[src/rtl/frac_ramp_ctrl.sv]
// frac_ramp_ctrl: accepts clamped signed targets and ramps the modulator word toward
// them in bounded steps, then dwells before flagging settled. Optional: FRAC_DITHER_EN.
module frac_ramp_ctrl #(
  parameter int WIDTH      = 9,
  parameter int STEP_W     = 6,
  parameter int DIV_W      = 8,
  parameter int LIMIT_POS  = 127,
  parameter int LIMIT_NEG  = -128,
  parameter int SETTLE_CYC = 64
) (
  input  logic              clk,
  input  logic              rst,
  input  logic              enable,
  input  logic              abort,
  input  logic [WIDTH-1:0]  tgt_word,
  input  logic [STEP_W-1:0] tgt_step,
  input  logic [DIV_W-1:0]  tgt_div,
  input  logic              tgt_valid,
  output logic              tgt_ready,
  output logic [WIDTH-1:0]  dsm_word,
  output logic              busy,
  output logic              settled
);

  localparam int DWELL_W = (SETTLE_CYC > 1) ? $clog2(SETTLE_CYC) : 1;
  localparam logic [DWELL_W-1:0]      DWELL_LAST = DWELL_W'(SETTLE_CYC - 1);
  localparam logic signed [WIDTH-1:0] LIM_P      = WIDTH'(LIMIT_POS);
  localparam logic signed [WIDTH-1:0] LIM_N      = WIDTH'(LIMIT_NEG);

  typedef enum logic [1:0] {ST_IDLE, ST_RAMP, ST_SETTLE} state_t;

  state_t                    r_state;
  logic signed [WIDTH-1:0]   r_word;
  logic signed [WIDTH-1:0]   r_tgt;
  logic [STEP_W-1:0]         r_step;
  logic [DIV_W-1:0]          r_div;
  logic [DIV_W-1:0]          r_tick;
  logic [DWELL_W-1:0]        r_dwell;
  logic                      r_busy;
  logic                      r_settled;

  logic                      w_accept;
  logic signed [WIDTH-1:0]   w_tgt_in;
  logic signed [WIDTH-1:0]   w_clamp;
  logic [STEP_W-1:0]         w_step_in;
  logic [WIDTH:0]            w_diff;
  logic [WIDTH:0]            w_adiff;
  logic                      w_last_step;
  logic [WIDTH-1:0]          w_step_w;

  assign tgt_ready = (r_state == ST_IDLE) && enable && !abort;
  assign w_accept  = tgt_valid && tgt_ready;
  assign busy      = r_busy;
  assign settled   = r_settled;

  always_comb begin
    w_tgt_in = $signed(tgt_word);
    if (w_tgt_in > LIM_P)
      w_clamp = LIM_P;
    else if (w_tgt_in < LIM_N)
      w_clamp = LIM_N;
    else
      w_clamp = w_tgt_in;
  end

  assign w_step_in = (tgt_step == '0) ? STEP_W'(1) : tgt_step;

  // Distance is taken one bit wider so the full signed span never wraps.
  assign w_diff      = {r_tgt[WIDTH-1], r_tgt} - {r_word[WIDTH-1], r_word};
  assign w_adiff     = w_diff[WIDTH] ? (~w_diff + (WIDTH+1)'(1)) : w_diff;
  assign w_last_step = (w_adiff <= (WIDTH+1)'(r_step));
  assign w_step_w    = WIDTH'(r_step);

  always_ff @(posedge clk) begin
    if (rst) begin
      r_state   <= ST_IDLE;
      r_word    <= '0;
      r_tgt     <= '0;
      r_step    <= '0;
      r_div     <= '0;
      r_tick    <= '0;
      r_dwell   <= '0;
      r_busy    <= 1'b0;
      r_settled <= 1'b0;
    end else begin
      case (r_state)
        ST_IDLE: begin
          if (w_accept) begin
            r_tgt     <= w_clamp;
            r_step    <= w_step_in;
            r_div     <= tgt_div;
            r_tick    <= '0;
            r_dwell   <= '0;
            r_settled <= 1'b0;
            r_busy    <= 1'b1;
            r_state   <= (w_clamp == r_word) ? ST_SETTLE : ST_RAMP;
          end
        end
        ST_RAMP: begin
          if (abort) begin
            r_state   <= ST_IDLE;
            r_busy    <= 1'b0;
            r_settled <= 1'b0;
          end else if (enable) begin
            if (r_tick == r_div) begin
              r_tick <= '0;
              if (w_last_step) begin
                r_word  <= r_tgt;
                r_dwell <= '0;
                r_state <= ST_SETTLE;
              end else if (w_diff[WIDTH]) begin
                r_word <= r_word - w_step_w;
              end else begin
                r_word <= r_word + w_step_w;
              end
            end else begin
              r_tick <= r_tick + DIV_W'(1);
            end
          end
        end
        ST_SETTLE: begin
          if (abort) begin
            r_state   <= ST_IDLE;
            r_busy    <= 1'b0;
            r_settled <= 1'b0;
          end else if (enable) begin
            if (r_dwell == DWELL_LAST) begin
              r_state   <= ST_IDLE;
              r_busy    <= 1'b0;
              r_settled <= 1'b1;
            end else begin
              r_dwell <= r_dwell + DWELL_W'(1);
            end
          end
        end
        default: r_state <= ST_IDLE;
      endcase
    end
  end

`ifdef FRAC_DITHER_EN
  logic [14:0] r_lfsr;

  always_ff @(posedge clk) begin
    if (rst)
      r_lfsr <= 15'd1;
    else
      r_lfsr <= {r_lfsr[13:0], r_lfsr[14] ^ r_lfsr[13]};
  end

  // Dither only once parked and settled; saturate so the upper clamp is never exceeded.
  always_comb begin
    dsm_word = r_word;
    if ((r_state == ST_IDLE) && r_settled && r_lfsr[0] && (r_word != LIM_P))
      dsm_word = r_word + WIDTH'(1);
  end
`else
  assign dsm_word = r_word;
`endif

endmodule

[config.mk]
export PLATFORM = sky130hd
export DESIGN_NAME = frac_ramp_ctrl
export DESIGN_NICKNAME = d
export VERILOG_FILES = /design/src/rtl/frac_ramp_ctrl.sv
export SDC_FILE = /design/constraint.sdc
export NUM_CORES = 1
export LEC_CHECK = 0
export CAP_MARGIN = 20
export CORE_MARGIN = 4
export CORE_UTILIZATION = 30
export DETAILED_ROUTE_END_ITERATION = 6
export HOLD_SLACK_MARGIN = 0.05
export PLACE_DENSITY = 0.6
export SLEW_MARGIN = 10
export SYNTH_ARGS = -nofsm -noshare
export SYNTH_HDL_FRONTEND = slang
export SYNTH_SLANG_ARGS = --single-unit
export TNS_END_PERCENT = 30
[constraint.sdc]
create_clock -name clk -period 6.9 [get_ports clk]
set_input_delay 0.69 -clock clk [delete_from_list [all_inputs] [get_ports clk]]
set_output_delay 0.69 -clock clk [all_outputs]
set_load 0.02 [all_outputs]
# Word-level counts from Yosys, hierarchy flattened

Index checks and enable logic that the tools add are counted.

Register bits after elaboration: 50
Bits of input ports: 28
Output and inout port bits: 12

Add/subtract/negate cells: 6
Order comparisons: 3
Equal/unequal tests: 19
Muxes and demuxes: 41
Bitwise operators: 2
Reduce and logical (&&, ||, !) cells: 14

Operator list:

| cell                                                       | count |
|---|---|
| 2-to-1 mux 6 bit                                           | 9 |
| 2-to-1 mux 9 bit                                           | 4 |
| 2-to-1 mux 8 bit                                           | 4 |
| 2-to-1 mux 2 bit                                           | 9 |
| != test 2 bit, second input constant                       | 9 |
| one-hot mux 6 bit (3 select lines)                         | 1 |
| one-hot mux 8 bit (2 select lines)                         | 1 |
| != test 3 bit, second input constant                       | 5 |
| adder 10 x 1 -> 10 bit, second input constant              | 1 |
| less-or-equal comparator 10 x 6 -> 1 bit                   | 1 |
| 2-to-1 mux 10 bit                                          | 1 |
| inverter 10 bit                                            | 1 |
| subtractor 9 x 9 -> 10 bit                                 | 1 |
| adder 9 x 6 -> 9 bit                                       | 1 |
| == test 9 bit                                              | 1 |
| > comparator 9 x 8 -> 1 bit, second input constant         | 1 |
| less-than comparator 9 x 8 -> 1 bit, second input constant | 1 |
| 2-to-1 mux 1 bit                                           | 9 |
| AND reduction 9 bit                                        | 1 |
| subtractor 9 x 6 -> 9 bit                                  | 1 |
| adder 8 x 1 -> 8 bit, second input constant                | 1 |
| == test 8 bit                                              | 1 |
| AND reduction 4 bit                                        | 2 |
| adder 6 x 1 -> 6 bit, second input constant                | 1 |
| 15 further kinds                                           | 18 |

# Logic depth before layout (Yosys ltp)

Gate-level depths: netlist of run 1.

Depth after elaboration: 10
Depth in mapped cells: 22
Depth with buffers taken out: 19

# Least setup slack after synthesis of run 1

OpenSTA, ideal clock, no wires.

Path type: register to register
Start point: register r_word[3], in the netlist dsm_word[3]
End point: register r_dwell[0]
Setup time: 0.117 ns
Data arrival time: 4.642 ns
Data required time: 6.783 ns
Setup slack: 2.141 ns
Cell stages (with the launch flop): 20
Path buffers: 3
Cell sequence: dfxtp_1 clkbuf_1 inv_1 ha_1 buf_2 nand3_1 a21oi_1 o211ai_1 nand2_1 clkbuf_1 mux2_2 ha_1 a21o_1 a221oi_1 nor2_1 or4_4 o21ai_4 nand3_4 a221o_1 a32o_1

Longest elaborated chain between the ends: 7

Ends and longest elaborated chain:

| what                                       | RTL line | text |
|---|---|---|
| from (decl)                                | 33       | `logic signed [WIDTH-1:0] r_word;` |
| from (signal assigned)                     | 108      | `r_word <= r_tgt;` |
| from (signal assigned)                     | 112      | `r_word <= r_word - w_step_w;` |
| from (signal assigned)                     | 114      | `r_word <= r_word + w_step_w;` |
| subtractor 9 x 9 -> 10 bit *               | 69       | `assign w_diff = {r_tgt[WIDTH-1], r_tgt} - {r_word[WIDTH-1], r_word};` |
| inverter 10 bit                            | 70       | `assign w_adiff = w_diff[WIDTH] ? (~w_diff + (WIDTH+1)'(1)) : w_diff;` |
| adder 10 x 1 -> 10 bit                     | 70       |  |
| 2-to-1 mux 10 bit *                        | 70       |  |
| less-or-equal comparator 10 x 6 -> 1 bit * | 71       | `assign w_last_step = (w_adiff <= (WIDTH+1)'(r_step));` |
| != test 2 bit (no source line) *           | n/a      |  |
| AND reduction 9 bit (no source line) *     | n/a      |  |
| to (signal assigned)                       | 132      | `r_dwell <= r_dwell + DWELL_W'(1);` |
| to (decl)                                  | 38       | `logic [DWELL_W-1:0] r_dwell;` |

Every way passes the cells marked *; elsewhere a longest branch is shown, timed or not.
A chain may end at the register's enable or synchronous reset.

# Worst setup path in the final report of run 1

Start point: register r_word[0], in the netlist dsm_word[0]
End point: register r_dwell[1]

The elaborated chain is that of the path after synthesis.

==> metrics.txt, run 1 <==
Total GRT Usage 0.139; final worst path period share 0.750; Yosys Warn Count 0; layout cells sized above 1 0.0475; top cells by area, synth dfxtp_1 (26%), ha_1 (10%), nand2_1 (5.7%); r2r setup slk 1720 ps; Cell Pwr Density 340 nW/µm²; Post-Syn Area 3810 µm²; Logic pwr share 0.566; asr flop ratio synth 0; CTS tree yes; f_max 193 MHz; Rel. slew slack 0.342; Hold Buf Count CTS 0; critical-path cell list ha_1, inv_1, fa_1, a211oi_1, nor2_1, xor2_1, nor3_1, nor2_1, xnor2_1, ha_1, and4_1, a221oi_1, nor2_1, or4_4, o21ai_4, nand3_4, a221o_1, a32o_1; switching share of power 0.407; num rows 40; RSZ-0062 raised after global routing no; post-CTS setup buffers 0; io pins 40; Yosys top cell by area dfxtp_1; Core Footprint 12200 µm²; Starting Density 0.312; share of power burned in the clock network 0.211; Finished Cell Area 4530 µm²; Net count, final 586; Worst-Skew Late Latency 290 ps; most frequent cell after synthesis nand2_1; Switching Power 626 µW; Vias 3538; first-pass GRT wire length 16.8 mm; crit-path leading delay family compound AO/OA/AOI/OAI gates; Place WS 1770 ps; Non-Filler Instances 694; drt wl/cell 14.3 µm; startpoint types register; Hold Path End r_step[4]; syn nets 563; Max FO, Critical Path 10; IO buf count 39; Worst R2R End r_dwell[1]; Finish-stage setup viols 0; Yosys top cell area share 0.262; clock buffer count from CTS 5; syn_area_per_cell 7.60 µm²; required time of the worst setup path 7080 ps; #FFs+latches synth 50; H-tree levels 2; Distinct cells, synth 55; Critical Path Max Stage Delay 570 ps; placed cell count 686; clock sink count 50; Worst setup EP type register; placed cell area 4330 µm²; Setup CP Type reg2reg; buffers and inverters on the worst path 1; hold wc startpoint r_step[4]; Die Area 14600 µm²; area delta synth->final 18.7%; post-synthesis cell count 502; final hold viol count 0; DRC 0; antenna cell count 0; largest net degree at the start of global routing 38; chip height 121 µm; fin worst setup slack 1720 ps; Final HPWL DP 7.83 mm; Die X 121 µm; vias per cell 5.10; antenna violations before repair 0; Worst-path clk slew 70 ps; Post-synth EDFFs 0; Post-Route WL 9.93 mm; DRT Pass-1 Iters 4; CP arrival 5350 ps; total power after layout 1540 µW; final setup TNS 0 ps; post_cts resized 0; worst r2r path cells 18; initial DRC count 250; slew of the pin with the lowest slew margin 988 ps; Clock Tree Root clkbuf_16; Leak Pwr 0.00164 µW; GPL Wtd Cong 0.856; CTS max path bufs 2; maximum capacitance violations 0; sequential share of power 0.223; r2r startpoint dsm_word[0]; Cell Int Power 912 µW; most frequent CP cell nor2_1; register area share after synthesis 0.262; status complete, no violations; Overflow after GRT 0; min Tclk post-route 5180 ps; leading register cell type out of synthesis dfxtp_1; Slew Viols, Final 0; Worst Clk Skew 4.37 ps; Routed Antenna Nets 0; most frequent cells after synthesis nand2_1 (58), nor2_1 (55), dfxtp_1 (50); slowest cell on the critical path dfxtp_1; number of global-route vias before repair 3441; Worst VDD drop 0.133 mV; worst min path class reg2reg; WHS Path Cells 2
==> worst max path at each step <==
stage / startpoint / endpoint / cells past startpoint / slack [ps]
after floorplan: dsm_word[3] / r_dwell[0] / 19 / 2140
after global placement: dsm_word[0] / r_dwell[1] / 18 / 1820
after detailed placement: dsm_word[0] / r_dwell[1] / 18 / 1770
after CTS: dsm_word[0] / r_dwell[1] / 18 / 1720
after global routing: dsm_word[0] / r_dwell[1] / 18 / 1350
final: dsm_word[0] / r_dwell[1] / 18 / 1720
==> cells by family (layout without fill, tap and decap cells) <==
family,after synthesis,count (layout),share of synthesized area
multiplexers,12,12,0.0331
AND/OR/NAND/NOR,187,187,0.233
AO/OA/AOI/OAI,128,128,0.222
XOR/XNOR,35,35,0.0804
flip-flops,50,50,0.262
buffers and inverters,57,81,0.0568
adder cells (fa/ha/maj),33,33,0.112
==> layout make-up <==
class,instances,area [µm²]
fill,1310,7680
multi-input combinational,395,2600
sequential,50,1000
timing repair buffer,40,398
tap,168,210
clock buffer,6,139
inverter,33,124
clock inverter,2,60.1
==> worst min-delay path: cells and delay by family, from the launching register on <==
family | cells | cell delay, ps
DFF | 1 | 310
AOI/OAI and AO/OA | 1 | 50
and+or+nand+nor | 1 | 50
==> power by group through the flow <==
stage          clock network (µW)  registers, µW  logic [µW]
2_1_floorplan                   0            347         686
3_3_place_gp                    0            348         849
3_5_place_dp                    0            349         862
4_1_cts                       332            343         869
5_1_grt                       343            347         979
6_report                      325            343         871
==> per-layer routing <==
metal,global-route usage,vias up,routed length [µm],part of all wire
met2,0.229,70,4410,0.44
met1,0.193,1632,5040,0.51
met3,0.0206,11,355,0.036
met4,0.0276,0,121,0.012
met5,0,-,0,0
li1,-,1825,-,-
==> flip-flops by register name, indices dropped and copies added (netlist names) <==
signal	count
busy	1
r_div	8
r_step	6
settled	1
r_tgt	9
dsm_word	9
r_dwell	6
r_state	2
r_tick	8
==> stage by stage <==
stage	hold slack [ps]	utilization
2_1_floorplan	436	-
3_3_place_gp	453	0.355
3_5_place_dp	453	0.355
4_1_cts	462	0.371
5_1_grt	491	0.371
6_report	461	0.371
==> layout by cell type, fill, tap and decap left out, types with 13 or more instances in the layout <==
cell / n
ha_1: 31
nor3_1: 15
inv_1: 33
nor2_1: 55
nand3_1: 14
a21oi_1: 41
o21ai_0: 22
a211oi_1: 13
clkdlybuf4s50_1: 39
dfxtp_1: 50
xor2_1: 14
xnor2_1: 21
nand2_1: 58
(Power assumes the default switching activity.)
==> run 2, diff against run 1 <==
Settings changed: PLACE_DENSITY 0.6 to 0.61.
Clock period 6.9 ns to 4.4 ns, I/O delays scaled along.
==> metrics.txt, run 2 (synthesis results as in run 1) <==
IO buf count 39; Overflow after GRT 0; WHS Path Cells 2; r2r startpoint dsm_word[6]; Place WS -82.4 ps; io pins 40; r2r setup slk 80 ps; min Tclk post-route 4320 ps; worst min path class reg2reg; most frequent CP cell a21o_1; Slew Viols, Final 0; Worst-path clk slew 70 ps; num rows 40; f_max 231 MHz; area delta synth->final 27.7%; CTS tree yes; required time of the worst setup path 4630 ps; Finish-stage setup viols 0; startpoint types register; number of global-route vias before repair 3692; Clock Tree Root clkbuf_16; Worst VDD drop 0.308 mV; Net count, final 616; GPL Wtd Cong 0.841; Hold Path End r_step[3]; Vias 3804; Post-Route WL 10.8 mm; Worst Clk Skew 6.61 ps; CP arrival 4560 ps; Rel. slew slack 0.433; antenna cell count 0; Final HPWL DP 8.04 mm; slew of the pin with the lowest slew margin 844 ps; most common cell after layout, fill and taps aside nand2_1; critical-path cell list inv_1, ha_1, and3_4, a21o_1, a21oi_4, nand2_2, nor2_1, xnor2_1, ha_1, a21o_1, a21o_1, a221oi_2, nor2_1, or4_4, o21ai_4, nand3_4, buf_6, a211oi_4, a32o_1; worst r2r path cells 19; Worst-Skew Late Latency 290 ps; fin worst setup slack 75.7 ps; clock buffer count from CTS 5; status complete, no violations; hold wc startpoint r_step[3]; antenna violations before repair 0; Starting Density 0.312; initial DRC count 176; final hold viol count 0; DRC 0; layout cells sized above 1 0.146; Leak Pwr 0.00180 µW; final worst path period share 0.983; most frequent cells in the layout nand2_1 (57), nor2_1 (55), dfxtp_1 (44); Cell Pwr Density 540 nW/µm²; final setup TNS 0 ps; first-pass GRT wire length 17.8 mm; Setup CP Type reg2reg; DRT Pass-1 Iters 5; CTS max path bufs 2; end-of-flow core utilization 0.399; vias per cell 5.25; Core Footprint 12200 µm²; Routed Antenna Nets 0; Max FO, Critical Path 6; Die Area 14600 µm²; Total GRT Usage 0.148; chip height 121 µm; Worst setup EP type register; Die X 121 µm; drt wl/cell 15.0 µm; H-tree levels 2; RSZ-0062 raised after global routing yes; Worst R2R End r_dwell[1]; Critical Path Max Stage Delay 540 ps; maximum capacitance violations 0; placed cell count 708; total power after layout 2630 µW; Non-Filler Instances 724; largest net degree at the start of global routing 38; number of fill cells 1292; slowest cell on the critical path or4_4; clock sink count 50
[run 2: cell type report]
type,instances,area (µm²),share of cell area
inverters,33,124,0.0254
multi-input cells,395,2750,0.564
flip-flops and latches,50,1010,0.208
well taps,168,210,0.0432
repair buffers,70,627,0.129
clock buffers,5,125,0.0257
clock inverters,3,25.0,0.00514
[run 2: what timing repair did]
item | 4_1_cts | 5_1_grt
hold buffers | 0 | 0
setup buffers | 5 | 3
resized for setup | 9 | 20
pin swaps | 15 | 17
setup endpoints to repair | 5 | 17
[run 2: critical path, delay by kind of cell (launching register included)]
kind	cells	cell delay, ps
compound gates	8	1810
simple gates	6	1230
flops	1	380
buf+inv	2	220
xor+xnor	1	100
fa+ha+maj	2	520
[run 2: per-stage QoR]
stage	instance area, µm²	hold slack (ps)
6_report	4870	460
5_1_grt	4870	506
4_1_cts	4750	466
3_5_place_dp	4520	456
3_3_place_gp	4520	447
2_1_floorplan	3850	436
[run 2: report_power, final]
group          switching [µW]  internal [µW]
clock                     189            214
combinational             912            784
sequential               36.6            491
total                    1140           1490
[run 2: worst max-delay path by stage]
stage | startpoint | endpoint | slack, ps | cells after the start
after detailed placement | r_tgt[0] | r_dwell[1] | -80 | 20
after global routing | dsm_word[6] | r_dwell[0] | -80 | 19
after global placement | dsm_word[3] | r_dwell[0] | 10 | 19
after CTS | r_tgt[0] | r_dwell[1] | 20 | 20
final | dsm_word[6] | r_dwell[1] | 80 | 19
after floorplan | dsm_word[3] | r_dwell[0] | 9 | 21
[run 2: per-layer routing]
layer | wire, µm | track usage
met2 | 5080 | 0.253
met5 | 0 | 0
met1 | 5040 | 0.196
met3 | 577 | 0.0276
met4 | 142 | 0.0305
==> run 3, diff against run 2 <==
Settings changed: SKIP_LAST_GASP set to 1.
==> metrics.txt, run 3 (synthesis results as in run 1) <==
status complete, no violations; clock sink count 50; Max FO, Critical Path 6; Setup CP Type reg2reg; startpoint types register; drt wl/cell 14.9 µm; Finish-stage setup viols 0; DRC 0; Leak Pwr 0.00179 µW; vias per cell 5.24; H-tree levels 2; DRT Pass-1 Iters 4; Overflow after GRT 0; Worst setup EP type register; Worst Clk Skew 5.95 ps; Non-Filler Instances 723; slew of the pin with the lowest slew margin 846 ps; most common cell after layout, fill and taps aside nand2_1; antenna cell count 0; most frequent cells in the layout nand2_1 (57), nor2_1 (55), dfxtp_1 (44); number of fill cells 1293; required time of the worst setup path 4630 ps; antenna violations before repair 0; fin worst setup slack 109 ps; layout cells sized above 1 0.146; Slew Viols, Final 0; final setup TNS 0 ps; final hold viol count 0; Hold Buf Count CTS 0; Finished Cell Area 4860 µm²; CTS max path bufs 2; worst min path class reg2reg; Post-Route WL 10.8 mm; Routed Antenna Nets 0; chip height 121 µm; Die Area 14600 µm²; placed cell count 708; io pins 40; Cell Pwr Density 538 nW/µm²; IO buf count 39; Total GRT Usage 0.148; area delta synth->final 27.5%; Net count, final 615; maximum capacitance violations 0; r2r startpoint dsm_word[6]; Starting Density 0.312; CTS tree yes; Core Footprint 12200 µm²; Clock Tree Root clkbuf_16; RSZ-0062 raised after global routing yes; number of global-route vias before repair 3690; Place WS -82.4 ps; min Tclk post-route 4290 ps; GPL Wtd Cong 0.841; f_max 233 MHz; Vias 3787; crit path from dsm_word[6]; largest net degree at the start of global routing 38; Final HPWL DP 8.04 mm; Die X 121 µm; CP arrival 4520 ps; Worst-path clk slew 70 ps; first-pass GRT wire length 17.8 mm; Worst VDD drop 0.311 mV; final worst path period share 0.975; Worst-Skew Late Latency 290 ps; clock buffer count from CTS 5; Rel. slew slack 0.432; num rows 40; hold wc startpoint r_step[3]; initial DRC count 198; placed cell area 4520 µm²
[run 3: metal layers]
metal	global-route usage	vias to the layer above	part of all wire
met3	0.0276	8	0.055
met4	0.0305	0	0.011
met5	0	-	0
met2	0.253	107	0.47
li1	-	1882	-
met1	0.195	1790	0.47
[run 3: area by class of cell]
class | instances | area [µm²] | share of cell area
clock buffer | 5 | 125 | 0.0257
clock inverter | 3 | 25.0 | 0.00515
inverter | 33 | 124 | 0.0255
multi-input combinational | 395 | 2750 | 0.565
sequential | 50 | 1010 | 0.208
tap | 168 | 210 | 0.0432
timing repair buffer | 69 | 619 | 0.127
[run 3: power breakdown]
group	internal, µW	switching, µW
Clock	214	188
Sequential	492	36.7
Combinational	782	904
[run 3: worst paths after layout]
path / slack [ps] / depth (start not counted) / endpoint
min: 460 / 2 / r_step[3]
min reg2reg: 460 / 2 / r_step[3]
max: 110 / 18 / r_dwell[1]
max reg2reg: 110 / 18 / r_dwell[1]
[run 3: through the flow]
stage | utilization | total power (µW) | hold slack (ps)
final | 0.398 | 2620 | 461
after global routing | 0.398 | 2830 | 506
after CTS | 0.389 | 2530 | 466
after detailed placement | 0.370 | 2070 | 456
after global placement | 0.370 | 2040 | 447
after floorplan | - | 1660 | 436
[run 3: repair_timing]
| action | CTS | global route |
|---|---|---|
| setup buffers | 5 | 3 |
| gates resized for setup | 9 | 20 |
| pin swaps | 14 | 22 |
| setup endpoints to repair | 5 | 17 |
[run 3: critical path: stages, from the launching register on]
cell	delay [ps]
dfxtp_2	390
inv_1	70
ha_1	330
and3_4	200
a21o_1	200
a21oi_4	230
nand3_4	110
xnor2_2	140
ha_1	310
a21o_1	190
a21o_1	180
a221oi_2	310
nor2_1	80
or4_4	540
o21ai_4	170
nand3_4	100
buf_6	160
a211oi_4	330
a32o_1	180
